## config.mk

```make
export PLATFORM = sky130hd
export DESIGN_NAME = mvd_search_ctrl
export DESIGN_NICKNAME = d
export VERILOG_FILES = /design/src/rtl/mvd_search_ctrl.sv
export SDC_FILE = /design/constraint.sdc
export NUM_CORES = 2
export LEC_CHECK = 0
export BUFFER_PORTS_ARGS = -buffer_cell sky130_fd_sc_hd__clkbuf_2
export CAP_MARGIN = 20
export CORE_AREA = 4 4 351 353
export CTS_CLUSTER_SIZE = 24
export DETAILED_ROUTE_END_ITERATION = 12
export DIE_AREA = 0 0 355 357
export MAX_ROUTING_LAYER = met4
export SETUP_SLACK_MARGIN = 0.3
export SLEW_MARGIN = 25
export SYNTH_ARGS = -nofsm -noshare
export SYNTH_HDL_FRONTEND = slang
export SYNTH_SLANG_ARGS = --single-unit
```

## constraint.sdc

```tcl
create_clock -name ap_clk -period 24.8 [get_ports ap_clk]
set_clock_uncertainty 0.15 [all_clocks]
set_input_delay 3.72 -clock ap_clk [delete_from_list [all_inputs] [get_ports ap_clk]]
set_output_delay 3.72 -clock ap_clk [all_outputs]
set_load 0.05 [all_outputs]
```

## src/rtl/mvd_search_ctrl.sv

```systemverilog
`default_nettype none
// ============================================================================
// mvd_search_ctrl : raster MV search driver for the pipelined MVD cost engine
// Rev 1.0
// ============================================================================
module mvd_search_ctrl #(
    parameter int RANGE_W    = 6,
    parameter int FIFO_DEPTH = 8,
    parameter int FIFO_AW    = 3
) (
    input  logic               ap_clk,
    input  logic               ap_rst_n,
    input  logic               start,
    input  logic [31:0]        center_x,
    input  logic [31:0]        center_y,
    input  logic [RANGE_W-1:0] range,
    input  logic [31:0]        mv_shift_in,
    input  logic [15:0]        cand_in_0,
    input  logic [15:0]        cand_in_1,
    input  logic [15:0]        cand_in_2,
    input  logic [15:0]        cand_in_3,
    input  logic [63:0]        lambda_int_in,
    input  logic [63:0]        lambda_dec_in,
    output logic               eng_start,
    output logic               eng_ce,
    output logic [31:0]        eng_x,
    output logic [31:0]        eng_y,
    output logic [31:0]        eng_mv_shift,
    output logic [15:0]        eng_cand_0,
    output logic [15:0]        eng_cand_1,
    output logic [15:0]        eng_cand_2,
    output logic [15:0]        eng_cand_3,
    output logic [63:0]        eng_lambda_int,
    output logic [63:0]        eng_lambda_dec,
    input  logic [63:0]        eng_cost,
    input  logic               eng_cost_vld,
    input  logic [63:0]        eng_bitcost,
    output logic               busy,
    output logic               done,
    output logic [31:0]        best_x,
    output logic [31:0]        best_y,
    output logic [63:0]        best_cost,
    output logic [63:0]        best_bitcost,
    output logic               err_orphan
);

    typedef enum logic [1:0] {
        IDLE  = 2'd0,
        ISSUE = 2'd1,
        DRAIN = 2'd2,
        DONE  = 2'd3
    } state_t;

    localparam logic [FIFO_AW:0]   FIFO_FULL_CNT = (FIFO_AW+1)'(FIFO_DEPTH);
    localparam logic [FIFO_AW:0]   CNT_ONE       = (FIFO_AW+1)'(1);
    localparam logic [FIFO_AW-1:0] PTR_ONE       = FIFO_AW'(1);

    state_t             state, state_nxt;
    logic [31:0]        lo_x, hi_x, hi_y, cur_x, cur_y;
    logic [31:0]        range_ext;
    logic [63:0]        fifo_mem [FIFO_DEPTH];
    logic [FIFO_AW-1:0] wr_ptr, rd_ptr;
    logic [FIFO_AW:0]   count;
    logic [31:0]        head_x, head_y;
    logic               fifo_full, fifo_empty, pop, orphan, last_pt, accept;

    assign range_ext        = 32'(range);
    assign fifo_full        = (count == FIFO_FULL_CNT);
    assign fifo_empty       = (count == '0);
    assign {head_x, head_y} = fifo_mem[rd_ptr];
    assign accept           = (state == IDLE) && start;
    assign pop              = eng_cost_vld && !fifo_empty && (state != IDLE);
    assign orphan           = eng_cost_vld && fifo_empty;
    assign last_pt          = (cur_x == hi_x) && (cur_y == hi_y);
    assign eng_x            = cur_x;
    assign eng_y            = cur_y;

    always_ff @(posedge ap_clk or negedge ap_rst_n) begin
        if (!ap_rst_n) begin
            state <= IDLE;
        end else begin
            state <= state_nxt;
        end
    end

    always_comb begin
        state_nxt = state;
        eng_start = 1'b0;
        eng_ce    = 1'b0;
        busy      = 1'b0;
        done      = 1'b0;
        case (state)
            IDLE: begin
                if (start) state_nxt = ISSUE;
            end
            ISSUE: begin
                eng_ce    = 1'b1;
                busy      = 1'b1;
                eng_start = !fifo_full;
                if (!fifo_full && last_pt) state_nxt = DRAIN;
            end
            DRAIN: begin
                eng_ce = 1'b1;
                busy   = 1'b1;
                // A result arriving this cycle may still be in flight behind it
                if (fifo_empty && !eng_cost_vld) state_nxt = DONE;
            end
            DONE: begin
                eng_ce    = 1'b1;
                busy      = 1'b1;
                done      = 1'b1;
                state_nxt = IDLE;
            end
            default: state_nxt = IDLE;
        endcase
    end

    // Coordinate tag storage needs no reset: occupancy is tracked by count
    always_ff @(posedge ap_clk) begin
        if (eng_start) fifo_mem[wr_ptr] <= {cur_x, cur_y};
    end

    always_ff @(posedge ap_clk or negedge ap_rst_n) begin
        if (!ap_rst_n) begin
            lo_x           <= '0;
            hi_x           <= '0;
            hi_y           <= '0;
            cur_x          <= '0;
            cur_y          <= '0;
            eng_mv_shift   <= '0;
            eng_cand_0     <= '0;
            eng_cand_1     <= '0;
            eng_cand_2     <= '0;
            eng_cand_3     <= '0;
            eng_lambda_int <= '0;
            eng_lambda_dec <= '0;
            best_x         <= '0;
            best_y         <= '0;
            best_cost      <= '0;
            best_bitcost   <= '0;
            err_orphan     <= 1'b0;
            wr_ptr         <= '0;
            rd_ptr         <= '0;
            count          <= '0;
        end else begin
            if (accept) begin
                lo_x           <= center_x - range_ext;
                hi_x           <= center_x + range_ext;
                hi_y           <= center_y + range_ext;
                cur_x          <= center_x - range_ext;
                cur_y          <= center_y - range_ext;
                eng_mv_shift   <= mv_shift_in;
                eng_cand_0     <= cand_in_0;
                eng_cand_1     <= cand_in_1;
                eng_cand_2     <= cand_in_2;
                eng_cand_3     <= cand_in_3;
                eng_lambda_int <= lambda_int_in;
                eng_lambda_dec <= lambda_dec_in;
                best_x         <= '0;
                best_y         <= '0;
                best_cost      <= '1;
                best_bitcost   <= '0;
                err_orphan     <= 1'b0;
            end
            if (eng_start) begin
                wr_ptr <= wr_ptr + PTR_ONE;
                if (cur_x == hi_x) begin
                    cur_x <= lo_x;
                    cur_y <= cur_y + 32'd1;
                end else begin
                    cur_x <= cur_x + 32'd1;
                end
            end
            if (pop) begin
                rd_ptr <= rd_ptr + PTR_ONE;
                // Strict compare keeps the earliest raster point on ties
                if (eng_cost < best_cost) begin
                    best_x       <= head_x;
                    best_y       <= head_y;
                    best_cost    <= eng_cost;
                    best_bitcost <= eng_bitcost;
                end
            end
            if (orphan) err_orphan <= 1'b1;
            case ({eng_start, pop})
                2'b10:   count <= count + CNT_ONE;
                2'b01:   count <= count - CNT_ONE;
                default: count <= count;
            endcase
        end
    end

endmodule
`default_nettype wire

```

==> summary.md <==
Logic synthesis
* yosys warns: 0
* register bit total from synthesis: 1100
* number of enable-type register cells in the synthesized netlist: 512
* ys async rst share: 0.535
* commonest register cell after synthesis: dfrtp_1
* count of distinct cell types in the synthesized netlist: 75
* Cell Area, Synth: 48900 sq um
* proportion of synthesized chip area in sequential cells: 0.615
* Mapped Cells: 4011
* mean instance size in the synthesized netlist: 12.2 sq um
* net count of the mapped netlist: 4541

Timing
* Peak Freq: 140 MHz
* max-slew violation count: 0
* summed negative setup slack over all endpoints: 0 ps
* time the final worst path needs with I/O delays and setup: 7140 ps
* number of setup violations in the final report: 0
* worst-margin pin slew: 1170 ps
* share of the clock period used by the worst path: 0.288
* unrepaired setup endpoints after global routing: false
* worst-case headroom to the max-slew limit: 0.221
* number of failing hold endpoints at the final stage: 0

Routing
* WL met1: 72400 um
* average wire length per cell after detail routing: 26.7 um
* DRT iter0 DRCs: 3111
* highest routed layer: met4
* detailed-routing iteration count for the pre-antenna-repair pass: 6
* WL final: 177000 um
* number of remaining DRC errors: 0
* routed via count divided by cell count: 5.27
* WL met2: 86400 um
* antenna-violating nets left: 0
* routed wire length on met3: 14100 um
* overall via count from detail_route: 35000

Worst hold path
* worst hold path type: flip-flop to flip-flop
* cell count of the worst hold path: 2
* startpoint of the worst hold path: eng_cand_0[2]
* worst hold endpoint: eng_cand_0[2]

Worst setup path
* Worst R2R End: best_y[22]
* critical path startpoint category: input pin
* data required time at the worst endpoint: 25350 ps
* kind of end point of the critical path: asynchronous set/reset pin
* data arrival time of the critical path: 7700 ps
* R2R Setup Slk: 20400 ps
* start of the worst register-to-register path: best_cost[44]
* worst-path maximum fanout: 96
* crit path kind: input pin to asynchronous set/reset pin
* logic depth of the worst register-to-register path: 12

Pwr
* NetSw: 4.18 mW
* power per unit of standard cell area: 151 nW/um^2
* leakage: 26.8 nW
* fraction of power spent switching nets: 0.467
* clock share of power: 0.195
* Comb power frac: 0.454
* worst-case vdd ir drop: 0.000102 V
* Int Power: 4.76 mW
* sequential power share: 0.350

Floorplan
* area of the die: 127000 sq um
* Die Y-Extent: 357 um
* row count: 127
* starting density of the core: 0.408
* Std-Cell Core Area: 120000 sq um
* die extent in x: 355 um
* io pins: 911

CTS
* CTS tree: yes
* root buffer cell: clkbuf_16
* largest buffer count on any clock path: 3
* clock insertion delay at the later pin of the skew report: 730 ps
* clock slew at reported path FFs: 60 ps
* number of hold buffers added after CTS: 0
* number of setup buffers added after CTS: 0
* TritonCTS Buffers: 116
* maximum level of the CTS H-tree: 3
* clock sink total: 1100
* count of cells resized by post-cts repair: 0

Cells and area
* Layout Area Growth over Synthesis: 21.1%
* commonest cells after routing, fill and taps aside: nand2_1, clkbuf_2, dfrtp_1
* share of the core filled with cells: 0.494
* number of inserted filler cells in the final layout: 10900
* Layout Cell Area excl Fill: 59200 sq um
* Final nets: 5417
* most frequent standard cell in the layout excluding fill and tap cells: nand2_1
* proportion of layout cells with a drive suffix above 1: 0.283

Placement
* Area after DPL: 55200 sq um
* final weighted congestion in routability-driven placement: 0.935
* half-perimeter wire length after placement: 129000 um
* Port-buffer cells: 910

Global routing
* vias in the first global route: 34400
* global routing usage summed across all routing layers: 0.282
* sum of overflow across all layers after global routing: 0
* antenna violations before repair: 43
* pin count of the biggest net entering global routing: 211
* wire length of the first global-routing pass: 253000 um

Run status
* run status: finished clean

Run
* maxcap violations: 0

-- area by class of cell --
class / count / area (sq um) / share of cell area
Antenna cell: 34 / 85.1 / 0.00144
Clock buffer: 162 / 3310 / 0.0559
Clock inverter: 57 / 493 / 0.00832
Inverter: 168 / 631 / 0.0106
Multi-Input combinational cell: 2520 / 17400 / 0.294
Sequential cell: 1100 / 30100 / 0.508
Tap cell: 1612 / 2020 / 0.0341
Timing Repair Buffer: 981 / 5190 / 0.0877
-- through the flow --
stage               worst slack (ps)  power [mW]  instances  hold WS [ps]
detailed placement             16720        7.23       6378           311
finish                         17660        8.94       6634           320
global route                   17040        9.38       6630           343
CTS                            17480        8.99       6597           325
global placement               16780        7.18       6378           307
floorplan                      16220        5.91       4011           292
-- power by group through the flow --
stage	registers [mW]	clock network (mW)	logic (mW)
global route	3.20	1.86	4.32
finish	3.13	1.75	4.06
detailed placement	3.15	0	4.08
floorplan	4.30	0	1.61
CTS	3.13	1.78	4.08
global placement	3.14	0	4.04
-- metal layers --
layer  GRT usage  up-vias
li1            -    15900
met1       0.365    17600
met2       0.451     1319
met3      0.0660      216
met4      0.0717        0
met5           -        -
-- how the worst max path moves through the flow --
stage	start	to	slack, ps	cells past startpoint
CTS	eng_cost[43]	best_x[19]	17480	11
global route	ap_rst_n	best_cost[58]	17040	5
detailed placement	eng_cost[43]	best_x[10]	16720	11
global placement	eng_cost[43]	best_y[29]	16780	11
finish	ap_rst_n	best_cost[58]	17660	5
floorplan	state[1]	fifo_mem[2][0]	16220	6
-- flip-flops by register name, indices dropped and copies added (netlist names), 31 cells and up --
signal / count
eng_lambda_dec: 64
best_y: 32
eng_lambda_int: 64
eng_mv_shift: 32
eng_y: 32
lo_x: 32
fifo_mem: 512
best_cost: 64
hi_x: 31
hi_y: 32
best_bitcost: 64
eng_x: 32
best_x: 32
-- kinds of logic (layout without fill, tap and decap cells) --
kind of cell	count (synthesis)	after routing	synth area share
AO/OA/AOI/OAI	347	347	0.0447
XOR/XNOR	190	190	0.0340
multiplexers	410	410	0.118
buffers and inverters	391	1368	0.0313
other	0	34	0
adder cells (fa/ha/maj)	104	104	0.0274
AND/OR/NAND/NOR	1469	1469	0.129
flip-flops	1100	1100	0.615
-- cell usage after synthesis, types with 8 or more instances --
master / instances / share of area
and3_1: 31 / 0.0040
a31oi_1: 11 / 0.0014
a21o_1: 17 / 0.0026
nand4_1: 50 / 0.0064
nand2b_1: 16 / 0.0020
a211oi_1: 21 / 0.0032
xor2_1: 92 / 0.016
mux2_2: 68 / 0.016
o21ai_0: 121 / 0.012
xnor2_1: 98 / 0.018
edfxtp_1: 512 / 0.31
mux2i_1: 214 / 0.044
or3_1: 24 / 0.0031
nor2_1: 110 / 0.0084
a221oi_1: 13 / 0.0023
o21a_1: 13 / 0.0020
or4_1: 8 / 0.0012
inv_1: 168 / 0.013
a21oi_1: 79 / 0.0081
ha_1: 99 / 0.025
o21bai_1: 9 / 0.0014
mux4_2: 128 / 0.059
nor3_1: 54 / 0.0055
buf_1: 26 / 0.0020
nand3_1: 47 / 0.0048
buf_2: 27 / 0.0028
and4_1: 15 / 0.0027
clkbuf_1: 166 / 0.013
nand2_1: 1040 / 0.080
dfrtp_1: 588 / 0.30
nor4_1: 31 / 0.0040
-- critical path, stage by stage --
cell and delay (ps):
buf_8 560, buf_4 770, buf_4 750, buf_4 820, buf_4 780
Note: power is estimated with default switching activity, not from simulation.
